$ cat src/rtl/deserializador.sv
// Serial-to-parallel receiver: start bit (0), ANCHO data bits, stop bit (1).
// Bit order is selectable per frame; only edges with enb=1 advance the frame.
module deserializador #(
  parameter int ANCHO = 4
) (
  input  logic             clk,
  input  logic             reset_L,
  input  logic             enb,
  input  logic             dir,
  input  logic             s_in,
  output logic [ANCHO-1:0] q,
  output logic             valid,
  output logic             err,
  output logic             ocupado,
  output logic [3:0]       cuenta
);

  localparam int CW = $clog2(ANCHO + 1);
  localparam logic [CW-1:0] ULTIMO = CW'(ANCHO - 1);

  typedef enum logic [1:0] {IDLE, DATOS, PARADA, ESPERA} estado_t;

  estado_t          state_q;
  logic [CW-1:0]    cnt_q;
  logic [ANCHO-1:0] sh_q;
  logic             dir_q;
  logic [ANCHO-1:0] q_q;
  logic             valid_q;
  logic             err_q;
  logic [3:0]       cuenta_q;

  always_ff @(posedge clk or negedge reset_L) begin
    if (!reset_L) begin
      state_q  <= IDLE;
      cnt_q    <= '0;
      sh_q     <= '0;
      dir_q    <= 1'b0;
      q_q      <= '0;
      valid_q  <= 1'b0;
      err_q    <= 1'b0;
      cuenta_q <= '0;
    end else begin
      // Pulses last one cycle regardless of enb.
      valid_q <= 1'b0;
      err_q   <= 1'b0;
      if (enb) begin
        case (state_q)
          IDLE: begin
            if (!s_in) begin
              state_q <= DATOS;
              cnt_q   <= '0;
              sh_q    <= '0;
              dir_q   <= dir;
            end
          end
          DATOS: begin
            if (dir_q) sh_q <= {s_in, sh_q[ANCHO-1:1]};
            else       sh_q <= {sh_q[ANCHO-2:0], s_in};
            cnt_q <= cnt_q + 1'b1;
            if (cnt_q == ULTIMO) state_q <= PARADA;
          end
          PARADA: begin
            if (s_in) begin
              q_q      <= sh_q;
              valid_q  <= 1'b1;
              cuenta_q <= cuenta_q + 4'd1;
              state_q  <= IDLE;
            end else begin
              err_q   <= 1'b1;
              state_q <= ESPERA;
            end
          end
          ESPERA: begin
            if (s_in) state_q <= IDLE;
          end
          default: state_q <= IDLE;
        endcase
      end
    end
  end

  assign q       = q_q;
  assign valid   = valid_q;
  assign err     = err_q;
  assign cuenta  = cuenta_q;
  assign ocupado = (state_q == DATOS) || (state_q == PARADA);

endmodule

$ cat config.mk
export PLATFORM = sky130hd
export DESIGN_NAME = deserializador
export DESIGN_NICKNAME = d
export VERILOG_FILES = /design/src/rtl/deserializador.sv
export SDC_FILE = /design/constraint.sdc
export NUM_CORES = 1
export LEC_CHECK = 0
export ABC_CLOCK_PERIOD_IN_PS = 4400
export BUFFER_PORTS_ARGS = -buffer_cell sky130_fd_sc_hd__buf_2
export CORE_ASPECT_RATIO = 0.8
export CORE_MARGIN = 2
export CORE_UTILIZATION = 55
export CTS_BUF_LIST = sky130_fd_sc_hd__clkbuf_8
export CTS_CLUSTER_DIAMETER = 40
export DETAILED_ROUTE_END_ITERATION = 10
export GPL_ROUTABILITY_DRIVEN = 0
export PLACE_DENSITY = 0.82
export SLEW_MARGIN = 20
export SYNTH_ARGS = -nofsm -noshare
export SYNTH_HDL_FRONTEND = slang
export SYNTH_SLANG_ARGS = --single-unit
$ cat constraint.sdc
create_clock -name clk -period 4.4 [get_ports clk]
set_input_delay 0.88 -clock clk [delete_from_list [all_inputs] [get_ports clk]]
set_output_delay 0.88 -clock clk [all_outputs]
set_load 0.02 [all_outputs]
## Word level (Yosys, flattened, before mapping)

Cells that the tools add are included.

| storage, ports and cells | value |
|---|---|
| register bits | 20 |
| input port bits | 5 |

| cells by class | value |
|---|---|
| $add $sub $neg | 2 |
| equality and inequality tests | 7 |
| multiplexer cells | 16 |
| bitwise operators | 1 |
| reductions and logical operators | 7 |

Operators with widths:

| cell | number |
|---|---|
| $reduce_and A3 Y1 | 3 |
| $mux W2 | 4 |
| $mux W4 | 2 |
| $pmux W2 S4 | 1 |
| $pmux W4 S2 | 1 |
| $mux W1 | 6 |
| $ne A2 B2 Y1 const B | 3 |
| $pmux W3 S2 | 1 |
| $add A4 B1 Y4 const B | 1 |
| $eq A2 B2 Y1 const B | 2 |
| $reduce_and A4 Y1 | 1 |
| $add A3 B1 Y3 const B | 1 |
| $eq A3 B2 Y1 const B | 1 |
| $mux W3 | 1 |
| $eq A2 B1 Y1 const B | 1 |
| $logic_not A2 Y1 | 1 |
| $reduce_bool A2 Y1 | 1 |
| $logic_or A1 B1 Y1 | 1 |
| $not A1 Y1 | 1 |

## Logic depth before layout (Yosys ltp)

Gate-level depths: netlist (run 1).

| depth | value |
|---|---|
| depth after elaboration | 3 |
| depth in mapped cells | 6 |
| mapped depth without buffers | 6 |

## Worst setup path before layout (run 1)

Ideal clock, no wire load.

| timing | value |
|---|---|
| path kind | input -> register |
| from | input enb |
| to | register state_q[1] |
| library setup time | 0.079 ns |
| data arrival time | 1.641 ns |
| data required time | 4.321 ns |
| setup slack | 2.680 ns |
| stages | 3 |
| buffers on the path | 0 |
| cells stage by stage | a21boi_2 > or4b_1 > mux2i_1 |

| between the ends | value |
|---|---|
| word-level cells in the longest chain between the ends | 1 |

Ends and longest elaborated chain:

| element | line | source |
|---|---|---|
| from (decl) | 8 | `input logic enb,` |
| $reduce_and A4 Y1 (no source line) | - |  |
| to (signal assigned) | 34 | `state_q <= IDLE;` |
| to (signal assigned) | 50 | `state_q <= DATOS;` |
| to (signal assigned) | 60 | `if (cnt_q == ULTIMO) state_q <= PARADA;` |
| to (decl) | 23 | `estado_t state_q;` |

No other way between the ends.
A chain may end at the register's enable or synchronous reset.

## Worst setup path after layout (run 1)

| timing | value |
|---|---|
| from | register state_q[0] |
| to | output ocupado |

| between the ends | value |
|---|---|
| word-level cells in the longest chain between the ends | 2 |

Ends and longest elaborated chain:

| element | line | source |
|---|---|---|
| $eq A2 B1 Y1 / $eq A2 B2 Y1 (equally long branches) | 86 | `assign ocupado = (state_q == DATOS) \|\| (state_q == PARADA);` |
| $logic_or A1 B1 Y1 * | 86 |  |
| to (decl) | 14 | `output logic ocupado,` |

Mark *: on every way between the ends. The rest lies on a longest branch, timed or not.

==> impl_metrics.tcl, run 1 <==
set metrics [dict create \
    run_status "completed" \
    vdd_ir_drop_max_v 0.000374 \
    ctsResizeCount 0 \
    synth-compound-area-share_pct 8.12 \
    crit_chain "inv_1 > ha_1 > buf_2" \
    ff_latch_area_sq_um 500 \
    cellPowerDensity_nw_per_um2 606 \
    arrival_ns 1.24 \
    fmax_mhz 472 \
    synth_top_family_by_area "simple AND/OR/NAND/NOR gates" \
    place_hpwl_microns 1250 \
    portBuffers 15 \
    finalCritPeriodShare_pct 48.1 \
    synth_top_area_share_pct 50.8 \
    nFillCells 133 \
    worstSetupStartpointType "flip-flop" \
    via_count 672 \
    max-slew-margin-rel_pct 66.8 \
    timing.hold.ws_ns 0.469 \
    power_mw 0.693 \
    synthMuxAreaShare_pct 7.87 \
    hold_path_depth 1 \
    cts_hold_buf 0 \
    grt_setup_unrepaired "false" \
    cp-end-kind "output pin" \
    drc_errors 0 \
    drv_cap 0 \
    ys_types 28 \
    grt_overflow 0 \
    drive_gt1_share_pct 33.7 \
    skew_ns 0.00165 \
    synth_area_leaders "dfrtp_1 51%, ha_1 8.9%, mux2_2 6.9%" \
    cts_setup_buffers 0 \
    fin_nets 117 \
    totalNegativeSetupSlack_ns 0 \
    tightestPinTransition_ns 0.495 \
    grt_pass1_wl_microns 2770 \
    period_minus_slack_ns 2.12 \
    critPathMaxStageDelay_ns 0.41 \
    yosysSeqAreaShare_pct 50.8 \
    htreeDepth 1 \
    cts.path.max_buffers 2 \
    grt_max_degree 21 \
    yosysTopAreaCell "dfrtp_1" \
    hp-class "flip-flop to flip-flop" \
    cts_tree "done" \
    synth_fa_ha_area_share_pct 8.88 \
    reg2reg_depth 5 \
    area_growth_pct 16.0 \
    totalWireLength_microns 1690 \
    cp_max_fo 4 \
    synth_xor_area_share_pct 2.66 \
    synth_seq_cells 20 \
    wire_per_inst_microns 13.4 \
    drt_pass1_iterations 4 \
    r2r_setup_slack_ns 2.64 \
    syn-instance-count 85 \
    root_buffer "clkbuf_8" \
    worst-setup-path-type "flip-flop to output pin" \
    cp_slowest_cell "dfrtp_1" \
    antenna_left 0 \
    multi_input_area_sq_um 467 \
    coreArea_sq_um 1660 \
    holdPathEnd "cuenta[3]" \
    grt_usage_pct 17.6 \
    dr.first_iter.drc_count 10 \
    clk_latency_ns 0.25 \
    p_leak_nw 0.653 \
    numCtsBuffers 3 \
    row_count 13 \
    pin_count 16 \
    syn_nets 97 \
    postSynthAreaPerCell_sq_um 11.6 \
    required_ns 3.52 \
    slew_viol_final 0 \
    clock-sinks 20 \
    synthSimpleGateAreaFrac_pct 19.8 \
    diodes 0 \
    grt_pass1_vias 616 \
    die_h_microns 41.9 \
    die_w_microns 51.3 \
    die-area_sq_um 2150 \
    path_clk_slew_ns 0.07 \
    hold_viol_final 0 \
    finalSetupViolCount 0 \
    min_from "cuenta[3]" \
    timing.rr.end "cnt_q[0]" \
    start_util_pct 59.4 \
    reg2reg_from "state_q[0]" \
    yosysWarnings 0 \
    viasPerCell 5.33 \
    antenna_found_initial 0 \
    syn_area_sq_um 986 \
]
[metal layers]
metal	wire length, microns	vias up	track usage [%]
li1	-	332	-
met1	782	318	22.7
met2	777	18	27.0
met3	92	4	6.47
met4	36	0	6.32
met5	0	-	0
[report_power, final]
group	switching (mW)	leakage, nW	internal [mW]	total, mW
clock	0.0575	0.0288	0.0796	0.137
sequential	0.0510	0.267	0.243	0.294
combinational	0.146	0.357	0.115	0.261
total	0.254	0.653	0.438	0.693
[metrics by stage]
| step | std cells | util (%) | cell area, sq um | setup WS, ns |
|---|---|---|---|---|
| after floorplan | 85 | - | 986 | 2.68 |
| after global routing | 126 | 68.9 | 1140 | 2.22 |
| after detailed placement | 122 | 65.6 | 1090 | 2.42 |
| final | 126 | 68.9 | 1140 | 2.28 |
| after CTS | 126 | 68.9 | 1140 | 2.28 |
| after global placement | 122 | 65.6 | 1090 | 2.49 |
[sequential cells by signal, summed over array words and instances, names as in the netlist]
register and count:
cnt_q 3, cuenta 4, dir_q 1, err 1, q 4, sh_q 4, state_q 2, valid 1
[Yosys cell counts (all sizes together)]
cell type and count:
xnor2 3, a221oi 1, a22o 2, mux2 6, nand3b 1, o21ai 1
nor4 1, ha 7, nand3 1, nand4 1, dfrtp 20, and3b 1
nor2b 2, inv 5, mux2i 1, or4b 1, o31ai 1, nor4b 1
a21o 4, nand2 16, or3b 1, a21boi 1, or2b 1, and3 4
and2b 1, and2 1
[logic make-up (layout without fill, tap and decap cells)]
| group | after synthesis | after routing |
|---|---|---|
| xor gates and xnor gates | 3 | 3 |
| muxes | 7 | 7 |
| DFF | 20 | 20 |
| and+or+nand+nor | 33 | 33 |
| AOI/OAI and AO/OA | 10 | 10 |
| buffers and inverters | 5 | 24 |
| adders and majority gates | 7 | 7 |
[critical path, delay by kind of cell, from the launching register on]
kind                     cells  cell delay (ns)
adder cells (fa/ha/maj)      1             0.30
buffers and inverters        2             0.28
flip-flops                   1             0.41
[cell type report]
| type | instances | share of cell area, % |
|---|---|---|
| Timing Repair Buffer | 15 | 6.56 |
| Sequential cell | 20 | 43.8 |
| Clock buffer | 4 | 4.81 |
| Inverter | 5 | 1.64 |
| Tap cell | 22 | 2.41 |
| Multi-Input combinational cell | 60 | 40.8 |
[placed cells by master, fill, tap and decap left out, types with 2 or more instances in the layout]
cell and count:
nand2_1 16, dfrtp_1 20, and3_2 4, a22o_1 2, buf_2 15, ha_1 7
mux2_2 6, inv_1 4, xnor2_1 3, clkbuf_8 4, a21o_1 4
[worst max path at each step]
stage                    start          to  slack [ns]  cells past startpoint
CTS                 state_q[0]     ocupado        2.28                      3
detailed placement         enb    cnt_q[0]        2.42                      4
global route        state_q[0]     ocupado        2.22                      3
global placement          s_in  state_q[1]        2.49                      4
floorplan                  enb  state_q[1]        2.68                      3
finish              state_q[0]     ocupado        2.28                      3
No activity file was read; power rests on OpenSTA's default activity.
==> run 2, diff against run 1 <==
--- a/config.mk
+++ b/config.mk
@@ -5,16 +5,16 @@
 export SDC_FILE = /design/constraint.sdc
 export NUM_CORES = 1
 export LEC_CHECK = 0
-export ABC_CLOCK_PERIOD_IN_PS = 4400
+export ABC_CLOCK_PERIOD_IN_PS = 1900
 export BUFFER_PORTS_ARGS = -buffer_cell sky130_fd_sc_hd__buf_2
 export CORE_ASPECT_RATIO = 0.8
 export CORE_MARGIN = 2
-export CORE_UTILIZATION = 55
+export CORE_UTILIZATION = 51
 export CTS_BUF_LIST = sky130_fd_sc_hd__clkbuf_8
 export CTS_CLUSTER_DIAMETER = 40
 export DETAILED_ROUTE_END_ITERATION = 10
 export GPL_ROUTABILITY_DRIVEN = 0
-export PLACE_DENSITY = 0.82
+export PLACE_DENSITY = 0.8
 export SLEW_MARGIN = 20
 export SYNTH_ARGS = -nofsm -noshare
 export SYNTH_HDL_FRONTEND = slang
==> constraint.sdc (replaced) <==
create_clock -name clk -period 1.9 [get_ports clk]
set_input_delay 0.38 -clock clk [delete_from_list [all_inputs] [get_ports clk]]
set_output_delay 0.38 -clock clk [all_outputs]
set_load 0.02 [all_outputs]
==> run 2 against run 1 <==
Compared with the run above:
- non-clock buffer count unchanged
- core utilization shrank 6.8 points
- setup slack lost 2.2 ns
- routed wire length is 1.1% higher
- first-iteration DRC count fell by 40%
- total power increased by 130%
- clock power is 130% higher
- cell area grew 0.88%
- sequential power increased by 130%
- global-route usage increased by 0.33 points
- critical path type is now flip-flop to flip-flop
- largest power group unchanged
==> impl_metrics.tcl, run 2 (synthesis results as in run 1) <==
set metrics [dict create \
    final_cell_mix "20 x dfrtp_1, 16 x nand2_1, 15 x buf_2" \
    pin_count 16 \
    fin_cells 128 \
    p_sw_mw 0.591 \
    dr.first_iter.drc_count 6 \
    pwr-share-comb_pct 38.1 \
    cp_num_buf_inv 1 \
    cp_max_fo 8 \
    fin_nets 117 \
    start_util_pct 53.1 \
    diodes 0 \
    slew_viol_final 0 \
    cp_slowest_cell "or4b_1" \
    wire_per_inst_microns 13.3 \
    multi_input_area_sq_um 474 \
    viasPerCell 5.33 \
    htreeDepth 1 \
    antenna_left 0 \
    worstSetupStartpointType "flip-flop" \
    cts_tree "done" \
    cts.path.max_buffers 2 \
    dp_cells 124 \
    die_h_microns 43.3 \
    p_int_mw 1.02 \
    vdd_ir_drop_max_v 0.000987 \
    antenna_found_initial 0 \
    via_count 682 \
    hp-class "primary input to asynchronous set/reset pin" \
    skew_ns 0.00390 \
    required_ns 2.07 \
    ff_latch_area_sq_um 500 \
    fmax_mhz 561 \
    grt_usage_pct 17.9 \
    row_count 14 \
    root_buffer "clkbuf_8" \
    final_common_cell "dfrtp_1" \
    clock-sinks 20 \
    numCtsBuffers 3 \
    portBuffers 15 \
    worst-setup-path-type "flip-flop to flip-flop" \
    switching_share_pct 36.7 \
    coreArea_sq_um 1860 \
    max-slew-margin-rel_pct 68.0 \
    cts_setup_buffers 0 \
    drive_gt1_share_pct 33.7 \
    hold_viol_final 0 \
    grt_pass1_vias 652 \
    area_growth_pct 17.0 \
    finalSetupViolCount 0 \
    totalNegativeSetupSlack_ns 0 \
    clk_latency_ns 0.25 \
    nFillCells 158 \
    place_hpwl_microns 1260 \
    cp-end-kind "flip-flop" \
    run_status "completed" \
    cts_hold_buf 0 \
    critPathMaxStageDelay_ns 0.47 \
    p_leak_nw 0.658 \
    die-area_sq_um 2300 \
    totalWireLength_microns 1710 \
    path_clk_slew_ns 0.07 \
    grt_overflow 0 \
    arrival_ns 1.96 \
    finalCritPeriodShare_pct 93.8 \
    crit_family "simple AND/OR/NAND/NOR gates" \
    tightestPinTransition_ns 0.476 \
    cellPowerDensity_nw_per_um2 1390 \
    grt_setup_unrepaired "false" \
    grt_pass1_wl_microns 2900 \
    die_w_microns 53.2 \
    pwr-share-seq_pct 42.3 \
    ctsResizeCount 0 \
    grt_max_degree 21 \
    drv_cap 0 \
    pwr-share-clk_pct 19.6 \
    drc_errors 0 \
    crit_chain "inv_1 > ha_1 > a21boi_4 > or4b_1 > mux2i_1" \
    drt_pass1_iterations 4 \
    period_minus_slack_ns 1.78 \
]
run 2: cell counts in the layout (fill, tap and decap cells not counted):
No cell type changed its count.
run 2: per-stage QoR:
stage               setup slack, ns  utilization (%)  hold slack [ns]  cell area [sq um]  power (mW)
global route                0.00315             62.1           0.0981               1150        1.73
floorplan                     0.366                -           0.0844                986        1.12
global placement              0.209             58.8            0.346               1090        1.26
CTS                          0.0942             61.7           0.0750               1150        1.62
finish                        0.118             62.1           0.0580               1150        1.61
detailed placement            0.132             58.8            0.354               1090        1.29
run 2: path summary, 6_finish.rpt:
kind / start / end / slack [ns] / cells past startpoint
worst max register to register: state_q[0] / state_q[1] / 0.12 / 5
worst min register to register: cuenta[3] / cuenta[3] / 0.47 / 1
min in group clk: dir / dir_q / 0.36 / 2
worst min-delay path: reset_L / cuenta[3] / 0.06 / 1
worst max-delay path: state_q[0] / state_q[1] / 0.12 / 5
max in group asynchronous: reset_L / cnt_q[2] / 1.53 / 1
run 2: worst reg2reg max path, cell delays in order (launching register included):
cell      delay [ns]
dfrtp_1         0.42
inv_1           0.12
ha_1            0.30
a21boi_4        0.25
or4b_1          0.47
mux2i_1         0.16
run 2: routing by layer:
| metal | global-route usage, % | share of wire [%] | vias to the layer above |
|---|---|---|---|
| met1 | 22.1 | 46 | 335 |
| met3 | 6.34 | 3.7 | 2 |
| li1 | - | - | 333 |
| met4 | 4.62 | 0.88 | 0 |
| met5 | 0 | 0 | - |
| met2 | 29.8 | 50 | 12 |
run 2: cell type report:
class / count / share of cell area, %
clock buffers: 4 / 4.77
inverters: 5 / 1.63
multi-input cells: 60 / 41.1
flip-flops and latches: 20 / 43.4
well taps: 24 / 2.60
repair buffers: 15 / 6.51
run 2: power by group through the flow:
stage	sequential, mW	clock, mW	combinational, mW
2_1_floorplan	0.739	0	0.379
3_3_place_gp	0.677	0	0.587
3_5_place_dp	0.687	0	0.606
4_1_cts	0.681	0.327	0.610
5_1_grt	0.704	0.345	0.685
6_report	0.681	0.315	0.614
